[config.mk]
export PLATFORM = sky130hd
export DESIGN_NAME = clk_gate_ctrl
export DESIGN_NICKNAME = d
export VERILOG_FILES = /design/src/rtl/clk_gate_ctrl.sv
export SDC_FILE = /design/constraint.sdc
export NUM_CORES = 1
export LEC_CHECK = 0
export ABC_AREA = 1
export CORE_ASPECT_RATIO = 1.2
export CORE_MARGIN = 5
export CORE_UTILIZATION = 48
export CTS_CLUSTER_DIAMETER = 100
export DETAILED_ROUTE_END_ITERATION = 8
export MAX_ROUTING_LAYER = met4
export PLACE_DENSITY = 0.8
export SYNTH_ARGS = -nofsm -noshare
export SYNTH_HDL_FRONTEND = slang
export SYNTH_SLANG_ARGS = --single-unit
[constraint.sdc]
create_clock -name clk_i -period 2 [get_ports clk_i]
set_input_delay 0.4 -clock clk_i [delete_from_list [all_inputs] [get_ports clk_i]]
set_output_delay 0.4 -clock clk_i [all_outputs]
set_load 0.03 [all_outputs]
[src/rtl/clk_gate_ctrl.sv]
// Clock-enable controller for a latch-based ICG: gates the downstream clock after a
// programmable idle run and restarts it on wake request, software force or activity.
//
// state   | meaning
// --------+------------------------------------------------------------
// ST_ON   | clock running, counting consecutive idle cycles, acking requests
// ST_OFF  | clock gated, waiting for wake_req_i / sw_en_i / busy_i
// ST_WAKE | clock running again, settling WAKE_CYCLES before ST_ON
module clk_gate_ctrl #(
    parameter int IDLE_W      = 8,
    parameter int WAKE_CYCLES = 2
) (
    input  logic              clk_i,
    input  logic              rst_i,
    input  logic              sw_en_i,
    input  logic              busy_i,
    input  logic [IDLE_W-1:0] idle_thr_i,
    input  logic              wake_req_i,
    output logic              wake_ack_o,
    output logic              clk_en_o,
    output logic              gated_o
);

    localparam int WAKE_W = $clog2(WAKE_CYCLES + 1);
    localparam int CNT_W  = (IDLE_W > WAKE_W) ? IDLE_W : WAKE_W;

    localparam logic [CNT_W-1:0] IDLE_MAX  = CNT_W'({IDLE_W{1'b1}});
    localparam logic [CNT_W-1:0] WAKE_LAST = CNT_W'(WAKE_CYCLES - 1);
    localparam logic [CNT_W-1:0] CNT_ONE   = CNT_W'(1);

    typedef enum logic [1:0] {
        ST_ON   = 2'd0,
        ST_OFF  = 2'd1,
        ST_WAKE = 2'd2
    } state_t;

    state_t           state, state_nxt;
    logic [CNT_W-1:0] cnt, cnt_nxt;
    logic [CNT_W-1:0] cnt_inc;
    logic [CNT_W-1:0] thr_ext;
    logic             is_idle;
    logic             ack_nxt;

    assign thr_ext = CNT_W'(idle_thr_i);
    assign is_idle = !sw_en_i && !busy_i && !wake_req_i && (idle_thr_i != '0);
    assign cnt_inc = (cnt >= IDLE_MAX) ? IDLE_MAX : cnt + CNT_ONE;

    always_comb begin
        state_nxt = state;
        cnt_nxt   = cnt;
        ack_nxt   = 1'b0;
        case (state)
            ST_ON: begin
                if (is_idle) begin
                    // threshold is compared live, so a lowered value gates right away
                    if (cnt_inc >= thr_ext) begin
                        state_nxt = ST_OFF;
                        cnt_nxt   = '0;
                    end else begin
                        cnt_nxt = cnt_inc;
                    end
                end else begin
                    cnt_nxt = '0;
                end
                // a held request re-arms only after the ack cycle has passed
                ack_nxt = wake_req_i && !wake_ack_o;
            end
            ST_OFF: begin
                if (wake_req_i || sw_en_i || busy_i) begin
                    state_nxt = ST_WAKE;
                    cnt_nxt   = '0;
                end
            end
            ST_WAKE: begin
                if (cnt == WAKE_LAST) begin
                    state_nxt = ST_ON;
                    cnt_nxt   = '0;
                end else begin
                    cnt_nxt = cnt + CNT_ONE;
                end
            end
            default: begin
                state_nxt = ST_ON;
                cnt_nxt   = '0;
            end
        endcase
    end

    // enable and status are registered from the next state so the ICG sees a clean flop output
    always_ff @(posedge clk_i) begin
        if (rst_i) begin
            state      <= ST_ON;
            cnt        <= '0;
            wake_ack_o <= 1'b0;
            clk_en_o   <= 1'b1;
            gated_o    <= 1'b0;
        end else begin
            state      <= state_nxt;
            cnt        <= cnt_nxt;
            wake_ack_o <= ack_nxt;
            clk_en_o   <= (state_nxt != ST_OFF);
            gated_o    <= (state_nxt == ST_OFF);
        end
    end

endmodule

# ---- Word-level counts from Yosys, hierarchy flattened
# Index checks and enable logic that the tools add are counted.
dict set report op_classes {
  add_sub_neg 1
  magnitude_cmp 2
  eq_ne 6
  mux 11
  bitwise_logic 1
  n_reduce_logical 13
}
# operator n
set ops {}
lappend ops {{8-bit 2-to-1 mux} 5}
lappend ops {{8-bit case mux with 3 select lines} 1}
lappend ops {{8-bit by 1-bit adder with 8-bit output (second input constant)} 1}
lappend ops {{8-bit by 1-bit == test with 1-bit output (second input constant)} 1}
lappend ops {{8-bit >= comparator} 1}
lappend ops {{8-bit >= comparator (second input constant)} 1}
lappend ops {{2-bit 2-to-1 mux} 4}
lappend ops {{8-bit nonzero test} 1}
lappend ops {{2-bit case mux with 3 select lines} 1}
lappend ops {{2-bit by 1-bit == test with 1-bit output (second input constant)} 2}
lappend ops {{1-bit logical AND} 4}
lappend ops {{1-bit zero test} 4}
lappend ops {{2-bit == test (second input constant)} 1}
lappend ops {{2-bit zero test} 1}
lappend ops {{1-bit logical OR} 2}
lappend ops {{2-bit by 1-bit != test with 1-bit output (second input constant)} 1}
lappend ops {{2-bit != test (second input constant)} 1}
lappend ops {{2-bit OR reduction} 1}
lappend ops {{1-bit inverter} 1}
dict set report totals {
  ff_bits 13
  inputBits 13
  output_inout_bits 3
  word_cells 39
}

# ---- Logic depth before layout (Yosys ltp)
# Gate-level depths: netlist of run 1.
dict set report depth {
  ltp_word 7
  depth_mapped 19
}

# ---- Worst setup path after synthesis of run 1
# OpenSTA, ideal clock, no wires.
dict set report synth_timing {
  path_kind {flip-flop to flip-flop}
  from {register cnt[0]}
  to {register cnt[5]}
  arrival_ps 2097
  setup_slack_ps -166
  stages_incl_launch_ff 19
  period_less_slack_ps 2166
  cell_sequence {dfxtp_1 > ha_1 > nand2_1 > inv_2 > nand2_2 > nor2_4 > nand3_4 > nand2_1 > inv_1 > ha_1 > nand2_1 > nor2_1 > nor2_1 > nand2_1 > nand2_1 > nand3_1 > nand2_1 > nand2_2 > a21oi_2}
}
dict set report synth_between {
  elab_chain_len 6
}
# item line
set synth_lines {}
lappend synth_lines {{start, declared} 38} ;# logic [CNT_W-1:0] cnt, cnt_nxt;
lappend synth_lines {{start signal, assigned} 99} ;# cnt <= cnt_nxt;
lappend synth_lines {{8-bit by 1-bit adder with 8-bit output or 8-bit >= comparator (tied branches)} {46, 79}}
lappend synth_lines {{8-bit 2-to-1 mux} 46} ;# assign cnt_inc = (cnt >= IDLE_MAX) ? IDLE_MAX : cnt + CNT_ONE;
lappend synth_lines {{8-bit >= comparator} 56} ;# if (cnt_inc >= thr_ext) begin
lappend synth_lines {{8-bit 2-to-1 mux} 56}
lappend synth_lines {{8-bit 2-to-1 mux} 54} ;# if (is_idle) begin
lappend synth_lines {{8-bit case mux with 3 select lines *} 52} ;# case (state)
# Every way passes the cells marked *; elsewhere a longest branch is shown, timed or not.
# A chain may end at the register's enable or synchronous reset.

# ---- Worst setup path in the final report of run 1
dict set report layout_timing {
  from {register cnt[0]}
  to {register cnt[0]}
}
# Same word-level chain as after synthesis.

==> out/qor.txt, run 1 <==
Data arrival, critical path: 2.42 ns
Residual DRC: 0
GR peak layer: met2
Synth Flop Type: dfxtp_1
setup slack, reg-to-reg: -0.22 ns
status: complete, but fails checks
HP Class: register to register
Max FO, Critical Path: 8
EDFF count, synth: 0
RSZ-0062 raised after global routing: yes
critical path type: register to register
Slew HR: 55.5%
top-area cell type share of the netlist area: 24.5%
Post-synth ARST share: 0%
ratio of cells with drive above 1 in the final layout: 34.2%
Area after DPL: 1370 µm²
top post-synthesis cells by count: 51 x nand2_1, 24 x inv_1, 19 x nor2_1
Post-Synthesis Cells: 163
post-synthesis average cell area: 6.52 µm²
Skew-Pair Late Insertion Delay: 0.29 ns
drt first pass iters: 6
Wirelength per Cell: 12.8 µm
Final Hold Viols: 0
min-delay src: wake_ack_o
FMAX: 450 MHz
maximum VDD drop: 0.272 mV
DRT antenna net count: 0
syn_nets: 186
fin. max-slew vios: 0
Worst Path Required: 2.20 ns
die width: 52.9 µm
Yosys top cell by area: dfxtp_1
Crit path depth: 14
die height: 61.5 µm
Critical R2R Capture: cnt[0]
port buffer count: 15
GPL Wtd Cong: 0.951
GR Layer Usage met1: 19.2%
Final Setup Violations: 11
leakage: 0.715 nW
max-cap check violation count: 0
CP Buf/Inv Count: 1
post-DP HPWL: 2.16 mm
pre-CTS WS: -0.261 ns
CP max-delay cell: dfxtp_4
DRT iter0 DRCs: 31
Clock Power Share: 32.6%
PnR Total Power: 0.000520 W
CP Launch Type: register
Core Box Area: 2090 µm²
sequence of cells on the critical path: ha_4, nand2_2, inv_2, nand2_4, nor2_4, nand3_4, nand2_2, ha_1, a21o_1, nor2_4, nand3_4, nand2_1, nand2_1, a21oi_1
CTS H-tree depth: 1
share of power burned in registers: 50.2%
Slowest Stage Delay on Critical Path: 0.38 ns
DR vias/cell: 5.12
Worst Skew: 0.00167 ns
Worst Hold Depth: 1
Hold EP: wake_ack_o
GRT overflow: 0
CTS tree: yes
largest net degree at the start of global routing: 13
met3 Resource Use GR: 2.18%
# IOs: 16
delay-heaviest family, CP: simple AND/OR/NAND/NOR gates
Total Routed Length: 2.90 mm
clock sink count: 13
CTS Buf Count: 3
filler instances: 166
P_int: 0.000379 W
Synth-to-Final Area Change: 47.1%
Synth warnings: 0
Synth Cell Area: 1060 µm²
antenna cells: 0
Die ar.: 3260 µm²
Post-CTS Hold Buffers: 0
Area contributors post-synth: dfxtp_1 24%, nand2_1 18%, ha_1 12%
sequential cell area: 265 µm²
global-route wire length before repair: 4.73 mm
Distinct cells, synth: 25
P_sw: 0.000141 W
site row count: 18
GR Util met2: 38.8%
clk slew on worst S/H paths: 0.08 ns
Sw Ratio: 27.0%
area of the multi-input gates: 876 µm²
worst setup margin: -0.224 ns
fin crit share: 111%
R2R cell count: 14
pwr dens: 333 nW/µm²
antenna violations before repair: 0
Comb pwr share: 17.2%
Worst-Margin Slew: 0.665 ns
Worst setup EP type: register
hold slack: 0.415 ns
cell area after layout: 1560 µm²
CTS max path bufs: 2
synthesized flop and latch total: 13
Tmin final: 2.22 ns
share of the yosys chip area belonging to registers: 24.5%
Total Routing Usage GR: 20.8%
worst r2r src: cnt[0]
Final Net Count: 220
most common cell in the netlist: nand2_1
vias in the first global route: 1157
fin util: 74.6%
failing checks: negative setup slack
total number of vias: 1157
Root Buffer: clkbuf_4
initial core utilization: 50.7%
==> flip-flops by register name (all words and copies together) (netlist names) <==
| register | count |
|---|---|
| wake_ack_o | 1 |
| state | 2 |
| clk_en_o | 1 |
| gated_o | 1 |
| cnt | 8 |
==> timing repair <==
| item | CTS | global route |
|---|---|---|
| gates resized for setup | 12 | 15 |
| endpoints found under the setup margin | 11 | 11 |
| setup buffers | 1 | 1 |
| pin swaps | 9 | 6 |
==> metal layers <==
metal / vias to the layer above / share of wire, %
met4: 0 / 3.3
met2: 42 / 53
met3: 8 / 6.2
met5: - / 0
li1: 581 / -
met1: 526 / 38
==> kinds of logic after synthesis <==
logic type                 share of synthesized area [%]
adders and majority gates                           11.8
AOI/OAI and AO/OA                                   10.4
buffers and inverters                               9.19
DFF                                                 24.5
xor gates and xnor gates                            3.18
and+or+nand+nor                                     41.0
==> layout make-up <==
type	count	area share [%]
clock buffers	3	1.44
inverters	25	6.00
repair buffers	30	16.8
flip-flops and latches	13	17.0
clock inverters	1	0.320
well taps	30	2.40
multi-input cells	124	56.0
==> layout by cell type, fill, tap and decap left out, types with 2 or more instances in the layout <==
cell,n
nand2_1,42
inv_1,23
nor2_1,16
nand2_2,15
clkdlybuf4s50_1,15
buf_4,15
dfxtp_1,11
nand3_1,9
a21oi_2,8
ha_4,6
ha_1,4
nor2_4,3
nor2_2,3
clkbuf_4,3
inv_2,2
nand2_4,2
nand3_4,2
a21oi_1,2
==> worst register-to-register path, delay by kind of cell (launching register included) <==
family          cells  cell delay (ns)
compound gates      2             0.36
fa+ha+maj           2             0.39
buf+inv             1             0.07
flops               1             0.38
simple gates        9             0.94
==> how the worst max path moves through the flow <==
stage           start     end
6_report       cnt[0]  cnt[0]
5_1_grt        cnt[0]  cnt[6]
4_1_cts        cnt[0]  cnt[3]
3_5_place_dp   cnt[0]  cnt[3]
3_3_place_gp   cnt[0]  cnt[3]
2_1_floorplan  cnt[0]  cnt[3]
==> power groups by stage <==
stage	sequential (W)	combinational, W	clock [W]
floorplan	0.000270	0.0000327	0
global placement	0.000267	0.0000719	0
detailed placement	0.000267	0.0000744	0
CTS	0.000261	0.0000807	0.000177
global route	0.000261	0.0000974	0.000185
finish	0.000261	0.0000892	0.000170
==> stage by stage <==
stage	setup TNS, ns	cells
after floorplan	-0.290	163
after global placement	-1.88	220
after detailed placement	-2.40	220
after CTS	-1.81	225
after global routing	-3.66	226
final	-2.04	226
Power figures use the tool's default switching activity.
==> inputs of run 2 (changes only) <==
--- a/config.mk
+++ b/config.mk
@@ -12,7 +12,7 @@
 export CTS_CLUSTER_DIAMETER = 100
 export DETAILED_ROUTE_END_ITERATION = 8
 export MAX_ROUTING_LAYER = met4
-export PLACE_DENSITY = 0.8
+export PLACE_DENSITY = 0.84
 export SYNTH_ARGS = -nofsm -noshare
 export SYNTH_HDL_FRONTEND = slang
 export SYNTH_SLANG_ARGS = --single-unit
==> constraint.sdc (replaced) <==
create_clock -name clk_i -period 2 [get_ports clk_i]
set_input_delay 0.5 -clock clk_i [delete_from_list [all_inputs] [get_ports clk_i]]
set_output_delay 0.5 -clock clk_i [all_outputs]
set_load 0.03 [all_outputs]
==> out/qor.txt, run 2 (same netlist as run 1, synthesis figures left out) <==
CTS max path bufs: 2 (unchanged)
leakage: 0.758 nW (+6.1%)
Worst setup EP type: register
post-DP HPWL: 2.15 mm (-0.15%)
commonest non-fill, non-tap cells in the layout: 36 x nand2_1, 23 x inv_1, 23 x buf_4
initial core utilization: 50.7% (unchanged)
drt first pass iters: 4 (-2)
GRT overflow: 0 (unchanged)
min-delay src: wake_ack_o
total number of vias: 1206 (+4.2%)
PnR Total Power: 0.000527 W (+1.3%)
Final Hold Viols: 0 (unchanged)
Data arrival, critical path: 2.42 ns (about the same)
clock sink count: 13 (unchanged)
max reg flops: 8 (unchanged)
status: complete, but fails checks
Final Setup Violations: 11 (unchanged)
DRT iter0 DRCs: 42 (+35%)
worst r2r src: cnt[1]
max-cap check violation count: 0 (unchanged)
fin. max-slew vios: 0 (unchanged)
Max FO, Critical Path: 8 (unchanged)
die height: 61.5 µm (unchanged)
ratio of cells with drive above 1 in the final layout: 40.5% (+6.3 points)
CP max-delay cell: dfxtp_4
maximum VDD drop: 0.230 mV (-15%)
Wirelength per Cell: 13.4 µm (+4.6%)
FMAX: 445 MHz (-0.99%)
Critical Path Most Common Cell: nand2_2
pre-CTS WS: -0.279 ns (-0.0176 ns)
CTS Buf Count: 3 (unchanged)
Cell Count, Final, Fillers Out: 235 (+4.0%)
clk slew on worst S/H paths: 0.08 ns (about the same)
hold slack: 0.432 ns (+0.0167 ns)
site row count: 18 (unchanged)
port buffer count: 15 (unchanged)
Root Buffer: clkbuf_4
fin crit share: 112% (+1.1 points)
antenna cells: 0 (unchanged)
failing checks: negative setup slack
Tmin final: 2.25 ns (+0.0223 ns)
Setup crit start: cnt[1]
Die ar.: 3260 µm² (unchanged)
GPL Wtd Cong: 0.838 (-12%)
Worst-Margin Slew: 0.619 ns (-0.0457 ns)
DR vias/cell: 5.13 (+0.24%)
HP Class: register to register
die width: 52.9 µm (unchanged)
worst setup margin: -0.247 ns (-0.0223 ns)
Placed Cells: 222 (+0.91%)
Worst Path Required: 2.17 ns (-0.03 ns)
largest registers: cnt x8, state x2
Reg with most FFs: cnt
CTS tree: yes
sequence of cells on the critical path: ha_4, nand2_2, inv_2, buf_4, buf_4, nand2_2, xor2_2, inv_1, nand2_2, ha_2, nand2_1, nor2_1, nand2_2, nand3_4, nand2_2, nand2_2, a21oi_2
vias in the first global route: 1222 (+5.6%)
antenna violations before repair: 0 (unchanged)
Slowest Stage Delay on Critical Path: 0.37 ns (about the same)
CP Launch Type: register
DRT antenna net count: 0 (unchanged)
RSZ-0062 raised after global routing: yes
TNS Setup: -2.35 ns (-0.310 ns)
largest net degree at the start of global routing: 10 (-3)
Final Net Count: 229 (+4.1%)
Total Routed Length: 3.16 mm (+8.7%)
Synth-to-Final Area Change: 53.9%
Total Routing Usage GR: 20.9% (+0.14 points)
critical path type: register to register
Worst Skew: 0.00255 ns (+0.000886 ns)
global-route wire length before repair: 4.79 mm (+1.2%)
Slew HR: 58.6% (+3.0 points)
CTS H-tree depth: 1 (unchanged)
filler instances: 156 (-6.0%)
# IOs: 16 (unchanged)
commonest non-fill, non-tap cell in the layout: nand2_1
Skew-Pair Late Insertion Delay: 0.29 ns (about the same)
pwr dens: 322 nW/µm² (-3.2%)
Core Box Area: 2090 µm² (unchanged)
Residual DRC: 0 (unchanged)
-- run 2: cell types whose count changed in the layout (fill, tap and decap cells not counted), sizes merged --
cell / before / now
buf: 15 / 24
clkbuf: 3 / 4
clkinv: 1 / 0
-- run 2: timing repair --
item | in CTS | in global routing
pin swaps | 17 | 15
hold endpoints to repair | 0 | 0
hold buffers | 0 | 0
gates resized for setup | 19 | 15
endpoints found under the setup margin | 11 | 11
buffers inserted | 5 | 4
-- run 2: final cells by class --
cell class                      instances  area, µm²  area share, %
Clock buffer                            4       26.3           1.61
Inverter                               25       93.8           5.74
Multi-Input combinational cell        124        876           53.6
Sequential cell                        13        268           16.4
Tap cell                               30       37.5           2.30
Timing Repair Buffer                   39        334           20.4
-- run 2: stage by stage --
| step | area (µm²) | util, % |
|---|---|---|
| global route | 1640 | 78.1 |
| global placement | 1390 | 66.2 |
| floorplan | 1090 | - |
| finish | 1640 | 78.1 |
| CTS | 1550 | 73.8 |
| detailed placement | 1390 | 66.2 |
-- run 2: worst max-delay path, delay by kind of cell, from the launching register on --
family | cells | cell delay [ns]
buffers and inverters | 4 | 0.38
XOR/XNOR | 1 | 0.15
AND/OR/NAND/NOR | 9 | 0.72
AO/OA/AOI/OAI | 1 | 0.05
adder cells (fa/ha/maj) | 2 | 0.44
flip-flops | 1 | 0.37
-- run 2: worst paths after layout --
check	cells after the start	end	slack (ns)
max reg2reg	17	cnt[3]	-0.25
min	1	wake_ack_o	0.43
min reg2reg	1	wake_ack_o	0.43
max	17	cnt[3]	-0.25
-- run 2: power by group --
group / internal (W) / switching, W / leakage, nW
clock network: 0.0000778 / 0.0000985 / 0.0150
registers: 0.000258 / 0.00000146 / 0.107
logic: 0.0000460 / 0.0000449 / 0.637
total: 0.000382 / 0.000145 / 0.758
-- run 2: routing by layer --
layer	GRT usage, %	share of wire (%)	vias to the layer above
met1	19.2	39	537
met3	3.39	6.7	17
met2	38.1	51	61
met5	-	0	-
li1	-	-	591
met4	16.4	4.0	0
